File: src/rtl/calc_pkg.sv
// Shared calculator definitions: glyph codes, status word, digit-write request.
package calc_pkg;

  localparam logic [3:0] GLYPH_PLUS  = 4'd10;
  localparam logic [3:0] GLYPH_MINUS = 4'd11;
  localparam logic [3:0] GLYPH_STAR  = 4'd12;
  localparam logic [3:0] GLYPH_BLANK = 4'd13;
  localparam logic [3:0] GLYPH_EQ    = 4'd14;
  localparam logic [3:0] GLYPH_E     = 4'd15;

  // position value that, together with wr, blanks the whole buffer
  localparam logic [3:0] POS_CLEAR = 4'hF;

  // segments {g,f,e,d,c,b,a}, active-low, all dark
  localparam logic [6:0] SEG_OFF = 7'h7F;

  typedef enum logic [1:0] {
    ST_IDLE   = 2'b00,
    ST_BUSY   = 2'b01,
    ST_RESULT = 2'b10,
    ST_ERROR  = 2'b11
  } status_t;

  typedef enum logic {
    S_GUARD = 1'b0,
    S_ON    = 1'b1
  } scan_state_t;

  typedef struct packed {
    logic       vld;
    logic [3:0] pos;
    logic [3:0] data;
  } dig_wr_t;

endpackage

File: src/rtl/calc_display_driver_seg7_decoder.sv
// Glyph code to active-low 7-segment pattern {g,f,e,d,c,b,a}.
module seg7_decoder
  import calc_pkg::*;
(
  input  logic [3:0] glyph,
  output logic [6:0] seg
);

  // full 16-entry table, every code has a defined pattern
  always_comb begin
    seg = SEG_OFF;
    case (glyph)
      4'd0:        seg = 7'h40;
      4'd1:        seg = 7'h79;
      4'd2:        seg = 7'h24;
      4'd3:        seg = 7'h30;
      4'd4:        seg = 7'h19;
      4'd5:        seg = 7'h12;
      4'd6:        seg = 7'h02;
      4'd7:        seg = 7'h78;
      4'd8:        seg = 7'h00;
      4'd9:        seg = 7'h10;
      GLYPH_PLUS:  seg = 7'h39;  // b,c,g
      GLYPH_MINUS: seg = 7'h3F;  // g
      GLYPH_STAR:  seg = 7'h1C;  // a,b,f,g (raised box)
      GLYPH_BLANK: seg = SEG_OFF;
      GLYPH_EQ:    seg = 7'h37;  // d,g
      GLYPH_E:     seg = 7'h06;  // a,d,e,f,g
      default:     seg = SEG_OFF;
    endcase
  end

endmodule

File: src/rtl/calc_display_driver.sv
// Digit buffer plus time-multiplexed active-low 7-segment scan driver.
// Each slot starts with a short all-anodes-off guard to avoid ghosting.
module calc_display_driver
  import calc_pkg::*;
#(
  parameter int NUM_DIGITS   = 8,
  parameter int SLOT_CYCLES  = 50000,
  parameter int GUARD_CYCLES = 16,
  parameter int BLINK_DIV    = 24
) (
  input  logic                  clock,
  input  logic                  reset,
  input  logic                  wr,
  input  logic [3:0]            data,
  input  logic [3:0]            position,
  input  logic [1:0]            status,
  output logic [NUM_DIGITS-1:0] an,
  output logic [6:0]            seg,
  output logic                  dp
);

  localparam int IW = (NUM_DIGITS > 1) ? $clog2(NUM_DIGITS) : 1;
  localparam int CW = $clog2(SLOT_CYCLES);
  localparam logic [IW-1:0] IDX_LAST   = IW'(NUM_DIGITS - 1);
  localparam logic [CW-1:0] CNT_LAST   = CW'(SLOT_CYCLES - 1);
  localparam logic [CW-1:0] GUARD_LAST = CW'(GUARD_CYCLES - 1);

  logic [NUM_DIGITS-1:0][3:0] dbuf;
  logic [CW-1:0]              cnt;
  logic [IW-1:0]              idx;
  logic [BLINK_DIV:0]         blink_cnt;
  scan_state_t                state_q, state_d;
  dig_wr_t                    req;
  status_t                    st;
  logic [6:0]                 seg_cur;
  logic [NUM_DIGITS-1:0]      an_d;
  logic [6:0]                 seg_d;
  logic                       dp_d;
  logic                       blink_on;

  assign req      = '{vld: wr, pos: position, data: data};
  assign st       = status_t'(status);
  assign blink_on = blink_cnt[BLINK_DIV];

  // digit buffer: single-entry write or clear-all; out-of-range positions dropped
  always_ff @(posedge clock or negedge reset) begin
    if (!reset) begin
      dbuf <= {NUM_DIGITS{GLYPH_BLANK}};
    end else if (req.vld) begin
      if (req.pos == POS_CLEAR) begin
        dbuf <= {NUM_DIGITS{GLYPH_BLANK}};
      end else begin
        for (int i = 0; i < NUM_DIGITS; i++)
          if (req.pos == 4'(i)) dbuf[i] <= req.data;
      end
    end
  end

  // slot counter spans guard+on; digit index advances when the slot wraps
  always_ff @(posedge clock or negedge reset) begin
    if (!reset) begin
      cnt       <= '0;
      idx       <= '0;
      blink_cnt <= '0;
    end else begin
      blink_cnt <= blink_cnt + 1'b1;
      if (cnt == CNT_LAST) begin
        cnt <= '0;
        idx <= (idx == IDX_LAST) ? '0 : idx + 1'b1;
      end else begin
        cnt <= cnt + 1'b1;
      end
    end
  end

  // scan state register
  always_ff @(posedge clock or negedge reset) begin
    if (!reset) state_q <= S_GUARD;
    else        state_q <= state_d;
  end

  // scan next-state: guard ends after GUARD_CYCLES, on-phase ends at slot end
  always_comb begin
    state_d = state_q;
    case (state_q)
      S_GUARD: if (cnt == GUARD_LAST) state_d = S_ON;
      S_ON:    if (cnt == CNT_LAST)   state_d = S_GUARD;
      default: state_d = S_GUARD;
    endcase
  end

  seg7_decoder u_dec (
    .glyph (dbuf[idx]),
    .seg   (seg_cur)
  );

  // next output values: enable current digit, error blink blanks anodes, busy lights dp0
  always_comb begin
    an_d  = '1;
    seg_d = SEG_OFF;
    dp_d  = 1'b1;
    if (state_q == S_ON) begin
      seg_d = seg_cur;
      if (!(st == ST_ERROR && blink_on)) begin
        an_d = ~(NUM_DIGITS'(1) << idx);
        if (st == ST_BUSY && idx == '0) dp_d = 1'b0;
      end
    end
  end

  // registered pin drivers
  always_ff @(posedge clock or negedge reset) begin
    if (!reset) begin
      an  <= '1;
      seg <= SEG_OFF;
      dp  <= 1'b1;
    end else begin
      an  <= an_d;
      seg <= seg_d;
      dp  <= dp_d;
    end
  end

endmodule
File: config.mk
export PLATFORM = sky130hd
export DESIGN_NAME = calc_display_driver
export DESIGN_NICKNAME = d
export VERILOG_FILES = /design/src/rtl/calc_pkg.sv /design/src/rtl/calc_display_driver_seg7_decoder.sv /design/src/rtl/calc_display_driver.sv
export SDC_FILE = /design/constraint.sdc
export NUM_CORES = 1
export LEC_CHECK = 0
export ABC_AREA = 1
export CAP_MARGIN = 20
export CORE_UTILIZATION = 59
export DETAILED_ROUTE_END_ITERATION = 8
export PLACE_DENSITY = 0.79
export SLEW_MARGIN = 10
export SYNTH_ARGS = -nofsm -noshare
export SYNTH_HDL_FRONTEND = slang
export SYNTH_SLANG_ARGS = --single-unit
File: constraint.sdc
create_clock -name clock -period 2 [get_ports clock]
set_input_delay 0.4 -clock clock [delete_from_list [all_inputs] [get_ports clock]]
set_output_delay 0.4 -clock clock [all_outputs]
set_load 0.01 [all_outputs]
==> flow_metrics.py, run 1 <==
metrics = {
    "outcome": {
        "run_status": "complete, no violations",
    },
    "die": {
        "initial_utilization": 0.610,
        "die_area_um2": 8350,
        "die_h_um": 91.4,
        "fp.dieW_um": 91.4,
        "row_count": 32,
        "core_area_um2": 7730,
        "io_pins": 29,
    },
    "yosys": {
        "yosysMostFrequentCell": "nand2_1",
        "ys_types": 35,
        "ys_warn_count": 0,
        "synth-seq-cells": 93,
        "syn-num-nets": 577,
        "async_reset_ff_frac": 1.00,
        "synth_ff_type": "dfrtp_1",
        "ys_seq_area_frac": 0.504,
        "yosysTopAreaCell": "dfrtp_1",
        "ys_top_cells_by_count": "nand2_1, inv_1, nand3_1",
        "synth_edf_count": 0,
        "synthTopCellsByArea": "dfrtp_1, dfstp_2, nand2_1, nand3_1, inv_1",
        "yosysTopAreaCellShare": 0.281,
        "syn_area_per_cell_um2": 8.57,
        "syn_inst": 550,
        "syn_area_um2": 4710,
    },
    "clock_tree": {
        "ctsResizeCount": 0,
        "cts_setup_buffers": 0,
        "cts_buffers": 9,
        "worstSkewPairLatency_ns": 0.37,
        "clockBufferDepth": 2,
        "ctsHoldBuffers": 0,
        "h-tree-depth": 3,
        "cts_tree": "done",
        "clockRootBuffer": "clkbuf_8",
        "numClockSinks": 93,
        "clk_pin_slew_worst_paths_ns": 0.10,
    },
    "power_and_ir_drop": {
        "power_density_nw_per_um2": 838,
        "p_leak_uw": 0.00266,
        "ir_worst_vdd_mv": 0.440,
        "comb_power_share": 0.169,
        "power_frac_seq": 0.511,
        "clock_power_share": 0.320,
        "power_uw": 4500,
        "p_sw_frac": 0.275,
        "internal_power_uw": 3260,
        "netSwitchingPower_uw": 1240,
    },
    "sta": {
        "rsz0062_at_grt": "no",
        "slew_headroom": 0.685,
        "post-route-min-period_ns": 1.83,
        "final_max_slew_viol_count": 0,
        "timing.final.crit_share": 0.913,
        "clock_skew_ns": 0.0194,
        "fin_ws_ns": 0.175,
        "final_hold_viol_count": 0,
        "fin_setup_tns_ns": 0,
        "max_freq_ghz": 0.548,
        "setup_violations": 0,
        "tightestPinTransition_ns": 0.472,
    },
    "setup_path": {
        "critPathSlowestCell": "dfstp_2",
        "critPathKind": "reg2out",
        "worst_path_largest_cell_delay_ns": 0.53,
        "crit_arrival_ns": 1.43,
        "worstSetupStartpointType": "flop",
        "crit_family": "flip-flops",
        "crit_chain": "clkdlybuf4s50_1",
        "required_ns": 1.60,
        "path_max_fanout": 1,
        "cp_num_buf_inv": 1,
        "end_kind": "output pin",
    },
    "global_routing": {
        "grt_pass1_vias": 3456,
        "grt_usage": 0.235,
        "grt_pass1_wl_um": 15500,
        "grt-ovfl-total": 0,
        "antenna_found_initial": 0,
        "grt_max_degree": 94,
    },
    "drt": {
        "viasPerCell": 5.26,
        "drt-initial-drc-count": 223,
        "finalWirelength_um": 8990,
        "wl_per_cell_um": 12.9,
        "drc": 0,
        "detail_route.first_pass.iterations": 4,
        "ant_nets": 0,
        "via_count": 3663,
    },
    "layout": {
        "num_antenna_cells": 0,
        "nNetsFinal": 616,
        "layout-drive-gt1-share": 0.158,
        "syn_to_final_growth_pct": 13.9,
    },
    "placed_design": {
        "gp_congestion": 0.910,
        "dp_slack_ns": 0.140,
        "dp_hpwl_um": 6490,
        "numPortBuffers": 28,
    },
    "worst_hold_path": {
        "min_path_type": "in2async",
    },
    "job": {
        "maxCapViolCount": 0,
    },
}
layout by cell type, fill, tap and decap left out, types with 10 or more instances in the layout:
master,n
clkdlybuf4s50_1,27
dfrtp_1,52
dfstp_2,40
ha_1,14
inv_1,66
nand2_1,150
nand3_1,58
nor2_1,28
nor3_1,10
o21ai_0,32
o21ai_1,12
xnor2_1,11
xor2_1,19
metal layers:
layer  up-vias  routed length (µm)  track usage
met5         -                   0            0
met4         0                 187        0.111
met3        19                 307       0.0394
li1       1826                   -            -
met2        83                4210        0.367
met1      1735                4280        0.320
power groups by stage:
stage | Sequential (µW) | Combinational, µW | Clock (µW)
2_1_floorplan | 2340 | 439 | 0
3_3_place_gp | 2330 | 739 | 0
3_5_place_dp | 2330 | 757 | 0
4_1_cts | 2300 | 762 | 1470
5_1_grt | 2330 | 863 | 1540
6_report | 2300 | 760 | 1440
final timing paths:
check	from	slack, ns	endpoint	cells past startpoint
max in group asynchronous	reset	1.55	dbuf[24]	2
hold / removal	reset	0.06	dbuf[5]	2
setup reg to reg	idx[0]	0.18	seg[5]	9
setup / recovery	an[2]	0.17	an[2]	1
hold reg to reg	dbuf[22]	0.48	dbuf[22]	2
min in group clock	dbuf[22]	0.48	dbuf[22]	2
cell families (layout without fill, tap and decap cells):
kind of cell	Yosys count	count (layout)	share of synthesized area
AO/OA/AOI/OAI	50	50	0.0555
XOR/XNOR	30	30	0.0557
buffers and inverters	81	125	0.0709
flip-flops	93	93	0.504
adder cells (fa/ha/maj)	14	14	0.0372
AND/OR/NAND/NOR	282	282	0.276
state kept, by name, summed over array words and instances, names as in the netlist:
register and count:
dbuf 32, seg 7, blink_cnt 25, cnt 16, state_q 1, an 8, idx 3, dp 1
per-stage QoR:
step	hold slack, ns	std cells	utilization	area, µm²
after global placement	0.451	680	0.664	5130
after detailed placement	0.468	680	0.664	5130
after CTS	0.0709	696	0.695	5370
after floorplan	0.104	550	-	4710
after global routing	0.0899	696	0.695	5370
final	0.0627	696	0.695	5370
final cells by class:
class | instances | area (µm²)
Clock buffer | 9 | 124
Fill cell | 621 | 2360
Tap cell | 102 | 128
Inverter | 74 | 280
Clock inverter | 7 | 114
Timing Repair Buffer | 35 | 343
Sequential cell | 93 | 2380
Multi-Input combinational cell | 376 | 2000
Power figures use the tool's default switching activity.
==> inputs of run 2 (changes only) <==
--- a/config.mk
+++ b/config.mk
@@ -8,8 +8,9 @@
 export ABC_AREA = 1
 export CAP_MARGIN = 20
 export CORE_UTILIZATION = 59
+export CTS_CLUSTER_DIAMETER = 50
 export DETAILED_ROUTE_END_ITERATION = 8
-export PLACE_DENSITY = 0.79
+export PLACE_DENSITY = 0.88
 export SLEW_MARGIN = 10
 export SYNTH_ARGS = -nofsm -noshare
 export SYNTH_HDL_FRONTEND = slang
==> flow_metrics.py, run 2 (synthesis results as in run 1) <==
metrics = {
    "layout": {
        "layout.area.seq_um2": 2380,
        "largest_reg_flops": 32,
        "multiInputGateArea_um2": 2010,
        "layout-drive-gt1-share": 0.162,
        "mostFrequentLayoutCell": "nand2_1",
        "most-common-layout-cells": "nand2_1, inv_1, nand3_1",
        "reg_top3": "dbuf x32, blink_cnt x25, cnt x16",
        "final_cells": 701,
        "regMostFlops": "dbuf",
        "syn_to_final_growth_pct": 13.8,
        "n_fill_cell": 558,
        "num_antenna_cells": 0,
        "nNetsFinal": 621,
    },
    "power_and_ir_drop": {
        "power_density_nw_per_um2": 794,
        "ir_worst_vdd_mv": 0.326,
        "p_leak_uw": 0.00266,
    },
    "setup_path": {
        "critPathKind": "reg2reg",
        "reg2reg_from": "idx[0]",
        "end_kind": "flop",
        "worst_path_largest_cell_delay_ns": 0.46,
        "reg2reg_depth": 12,
        "cp_num_buf_inv": 2,
        "critPathSlowestCell": "dfrtp_2",
        "rr_endpoint": "seg[5]",
        "cpMostUsedCell": "nand2_1",
        "crit_arrival_ns": 2.13,
        "crit_family": "simple AND/OR/NAND/NOR gates",
        "crit_chain": "buf_4 -> nand2_1 -> nand2_1 -> nand2_1 -> nand3_1 -> nand2_1 -> inv_1 -> ha_1 -> nand3_1 -> nand2_1 -> nand2_1 -> nand3_1",
        "reg2reg_slack_ns": 0.15,
        "path_max_fanout": 13,
        "required_ns": 2.28,
        "worstSetupStartpointType": "flop",
    },
    "sta": {
        "max_freq_ghz": 0.540,
        "fin_setup_tns_ns": 0,
        "timing.final.crit_share": 0.926,
        "setup_violations": 0,
        "slew_headroom": 0.679,
        "final_max_slew_viol_count": 0,
        "clock_skew_ns": 0.00751,
        "rsz0062_at_grt": "no",
        "post-route-min-period_ns": 1.85,
        "whs_ns": -0.00607,
        "tightestPinTransition_ns": 0.482,
        "final_hold_viol_count": 10,
    },
    "die": {
        "row_count": 32,
        "initial_utilization": 0.610,
        "fp.dieW_um": 91.4,
        "die_h_um": 91.4,
        "io_pins": 29,
        "core_area_um2": 7730,
        "die_area_um2": 8350,
    },
    "clock_tree": {
        "h-tree-depth": 3,
        "worstSkewPairLatency_ns": 0.37,
        "cts_tree": "done",
        "clockBufferDepth": 2,
        "cts_buffers": 9,
        "clk_pin_slew_worst_paths_ns": 0.09,
        "clockRootBuffer": "clkbuf_8",
        "ctsHoldBuffers": 0,
        "numClockSinks": 93,
    },
    "job": {
        "maxCapViolCount": 0,
    },
    "global_routing": {
        "grt-ovfl-total": 0,
        "grt_pass1_wl_um": 16400,
        "grt_pass1_vias": 3637,
        "grt_max_degree": 39,
        "grt_usage": 0.247,
        "antenna_found_initial": 0,
    },
    "placed_design": {
        "gp_congestion": 0.868,
        "dp_hpwl_um": 6940,
        "place_inst": 684,
        "numPortBuffers": 28,
    },
    "drt": {
        "via_count": 3768,
        "ant_nets": 0,
        "detail_route.first_pass.iterations": 5,
        "wl_per_cell_um": 13.3,
        "drt-initial-drc-count": 176,
        "finalWirelength_um": 9330,
        "drc": 0,
        "viasPerCell": 5.38,
    },
    "outcome": {
        "violations": "hold timing",
        "run_status": "finished, violations left",
    },
    "worst_hold_path": {
        "min_path_type": "in2async",
    },
}
[run 2: worst reg2reg max path, cell delays in order (launching register included)]
cell	delay [ns]
dfrtp_2	0.46
buf_4	0.20
nand2_1	0.06
nand2_1	0.05
nand2_1	0.07
nand3_1	0.07
nand2_1	0.21
inv_1	0.12
ha_1	0.21
nand3_1	0.11
nand2_1	0.07
nand2_1	0.06
nand3_1	0.08
[run 2: power by group]
group          internal, µW  total (µW)  switching [µW]
Sequential             2200        2320             113
Clock                   532        1160             629
Combinational           341         785             444
Total                  3080        4260            1190
[run 2: stage by stage]
stage	hold slack (ns)	setup slack, ns	power [µW]	util	instance area, µm²
detailed placement	0.397	0.112	3110	0.668	5160
global placement	0.393	0.215	3060	0.668	5160
global route	0.0245	0.0159	4480	0.694	5370
floorplan	0.104	0.271	2780	-	4710
CTS	0.00171	0.0826	4260	0.691	5340
finish	-0.00607	0.148	4260	0.694	5370
[run 2: area by class of cell]
type,instances,share of cell area
clock buffers,13,0.0299
clock inverters,3,0.00396
inverters,74,0.0527
multi-input cells,376,0.375
flip-flops and latches,93,0.443
well taps,102,0.0238
repair buffers,40,0.0709
[run 2: layer usage]
metal,GRT usage,routed length (µm),vias up
met5,0,0,-
met4,0.122,199,0
met3,0.0385,333,20
met2,0.401,4550,104
met1,0.322,4240,1809
li1,-,-,1835
[run 2: worst max path at each step]
| stage | slack (ns) | endpoint | start | cells past startpoint |
|---|---|---|---|---|
| 2_1_floorplan | 0.27 | seg[0] | idx[0] | 12 |
| 3_3_place_gp | 0.22 | dbuf[28] | position[1] | 8 |
| 3_5_place_dp | 0.11 | seg[5] | idx[0] | 10 |
| 4_1_cts | 0.08 | seg[5] | idx[0] | 10 |
| 5_1_grt | 0.02 | seg[5] | idx[0] | 12 |
| 6_report | 0.15 | seg[5] | idx[0] | 12 |
[run 2: timing repair]
item,4_1_cts,5_1_grt
setup buffers,0,1
gates resized for setup,0,3
endpoints found under the setup margin,0,2
==> inputs of run 3 (changes only) <==
--- a/config.mk
+++ b/config.mk
@@ -7,6 +7,7 @@
 export LEC_CHECK = 0
 export ABC_AREA = 1
 export CAP_MARGIN = 20
+export CORE_MARGIN = 1.5
 export CORE_UTILIZATION = 59
 export CTS_CLUSTER_DIAMETER = 50
 export DETAILED_ROUTE_END_ITERATION = 8
==> flow_metrics.py, run 3 (synthesis results as in run 1) <==
metrics = {
    "drt": {
        "wl_met2_um": 4520,
        "wl_per_cell_um": 13.3,
        "ant_nets": 0,
        "routed.top_layer": "met4",
        "viasPerCell": 5.40,
        "detail_route.first_pass.iterations": 5,
        "drt-initial-drc-count": 170,
        "drc": 0,
        "finalWirelength_um": 9320,
        "m1WireLength_um": 4190,
        "via_count": 3780,
        "route.met3.wl_um": 444,
    },
    "die": {
        "core_area_um2": 7730,
        "io_pins": 29,
        "initial_utilization": 0.610,
        "die_area_um2": 8530,
        "die_h_um": 92.4,
        "fp.dieW_um": 92.4,
        "row_count": 32,
    },
    "setup_path": {
        "reg2reg_from": "idx[0]",
        "crit_arrival_ns": 2.12,
        "rr_endpoint": "seg[5]",
        "cp-endpoint": "seg[5]",
        "required_ns": 2.26,
        "critPathKind": "reg2reg",
        "reg2reg_slack_ns": 0.15,
        "worstSetupStartpointType": "flop",
        "path_max_fanout": 10,
        "end_kind": "flop",
        "crit_start": "idx[0]",
        "reg2reg_depth": 10,
    },
    "clock_tree": {
        "h-tree-depth": 3,
        "ctsHoldBuffers": 1,
        "worstSkewPairLatency_ns": 0.36,
        "cts_setup_buffers": 0,
        "clk_pin_slew_worst_paths_ns": 0.09,
        "numClockSinks": 93,
        "clockBufferDepth": 2,
        "clockRootBuffer": "clkbuf_8",
        "cts_buffers": 9,
        "cts_tree": "done",
        "ctsResizeCount": 0,
    },
    "layout": {
        "nNetsFinal": 620,
        "reg_top3": "dbuf x32, blink_cnt x25, cnt x16",
        "most-common-layout-cells": "nand2_1, inv_1, nand3_1",
        "regMostFlops": "dbuf",
        "mostFrequentLayoutCell": "nand2_1",
        "largest_reg_flops": 32,
        "n_fill_cell": 577,
        "layout-drive-gt1-share": 0.161,
        "num_antenna_cells": 0,
        "syn_to_final_growth_pct": 13.9,
    },
    "sta": {
        "slew_headroom": 0.641,
        "fin_ws_ns": 0.145,
        "fin_setup_tns_ns": 0,
        "post-route-min-period_ns": 1.85,
        "final_max_slew_viol_count": 0,
        "tightestPinTransition_ns": 0.537,
        "rsz0062_at_grt": "no",
        "setup_violations": 0,
        "timing.final.crit_share": 0.927,
        "max_freq_ghz": 0.539,
        "clock_skew_ns": 0.0147,
        "whs_ns": 0.469,
        "final_hold_viol_count": 0,
    },
    "power_and_ir_drop": {
        "power_density_nw_per_um2": 814,
        "p_leak_uw": 0.00267,
        "netSwitchingPower_uw": 1220,
        "clock_power_share": 0.295,
        "power_frac_seq": 0.529,
        "ir_worst_vdd_mv": 0.439,
        "p_sw_frac": 0.278,
        "comb_power_share": 0.176,
        "internal_power_uw": 3160,
    },
    "global_routing": {
        "grt_pass1_vias": 3665,
        "grt_max_degree": 50,
        "grt-ovfl-total": 0,
        "antenna_found_initial": 0,
        "grt_usage": 0.237,
        "grt_pass1_wl_um": 16300,
    },
    "placed_design": {
        "dp_slack_ns": 0.0739,
        "dp_hpwl_um": 6740,
        "numPortBuffers": 28,
        "gp_congestion": 0.931,
    },
    "outcome": {
        "run_status": "complete, no violations",
    },
    "job": {
        "maxCapViolCount": 0,
    },
    "worst_hold_path": {
        "min_path_type": "reg2reg",
    },
}
run 3: worst min path at each step:
stage / from / endpoint / slack [ns] / depth (start not counted)
after floorplan: reset / blink_cnt[0] / 0.10 / 0
final: blink_cnt[0] / blink_cnt[0] / 0.47 / 1
after CTS: cnt[0] / cnt[0] / 0.47 / 1
after global placement: reset / dbuf[13] / 0.34 / 1
after global routing: cnt[0] / cnt[0] / 0.49 / 1
after detailed placement: reset / dbuf[13] / 0.34 / 1
run 3: cell type report:
type / instances / area (µm²) / share of cell area
clock buffers: 10 / 138 / 0.0256
inverters: 74 / 280 / 0.0522
well taps: 102 / 128 / 0.0238
flip-flops and latches: 93 / 2380 / 0.443
repair buffers: 39 / 375 / 0.0699
clock inverters: 6 / 66.3 / 0.0124
multi-input cells: 376 / 2000 / 0.373
run 3: critical path, stage by stage (launching register included):
cell	delay [ns]
dfrtp_1	0.47
buf_4	0.21
nand2_1	0.06
nand2_1	0.07
nand2_1	0.06
nand3_1	0.07
nand2_1	0.14
ha_1	0.34
nand3b_1	0.19
nand3_2	0.09
nand3_1	0.08
run 3: metal layers:
metal | vias to the layer above | global-route usage
li1 | 1836 | -
met1 | 1799 | 0.317
met2 | 127 | 0.390
met3 | 18 | 0.0337
met4 | 0 | 0.0962
met5 | - | 0
run 3: per-stage QoR:
stage               power, µW  cell area [µm²]  utilization  cells
finish                   4370             5370        0.694    700
CTS                      4400             5370        0.694    700
floorplan                2780             4710            -    550
detailed placement       3110             5150        0.667    683
global route             4610             5370        0.694    700
global placement         3070             5150        0.667    683
run 3: power by group through the flow:
stage	registers (µW)	logic (µW)	clock network, µW
3_5_place_dp	2340	764	0
6_report	2310	768	1290
4_1_cts	2310	774	1310
2_1_floorplan	2340	439	0
5_1_grt	2330	881	1390
3_3_place_gp	2340	731	0
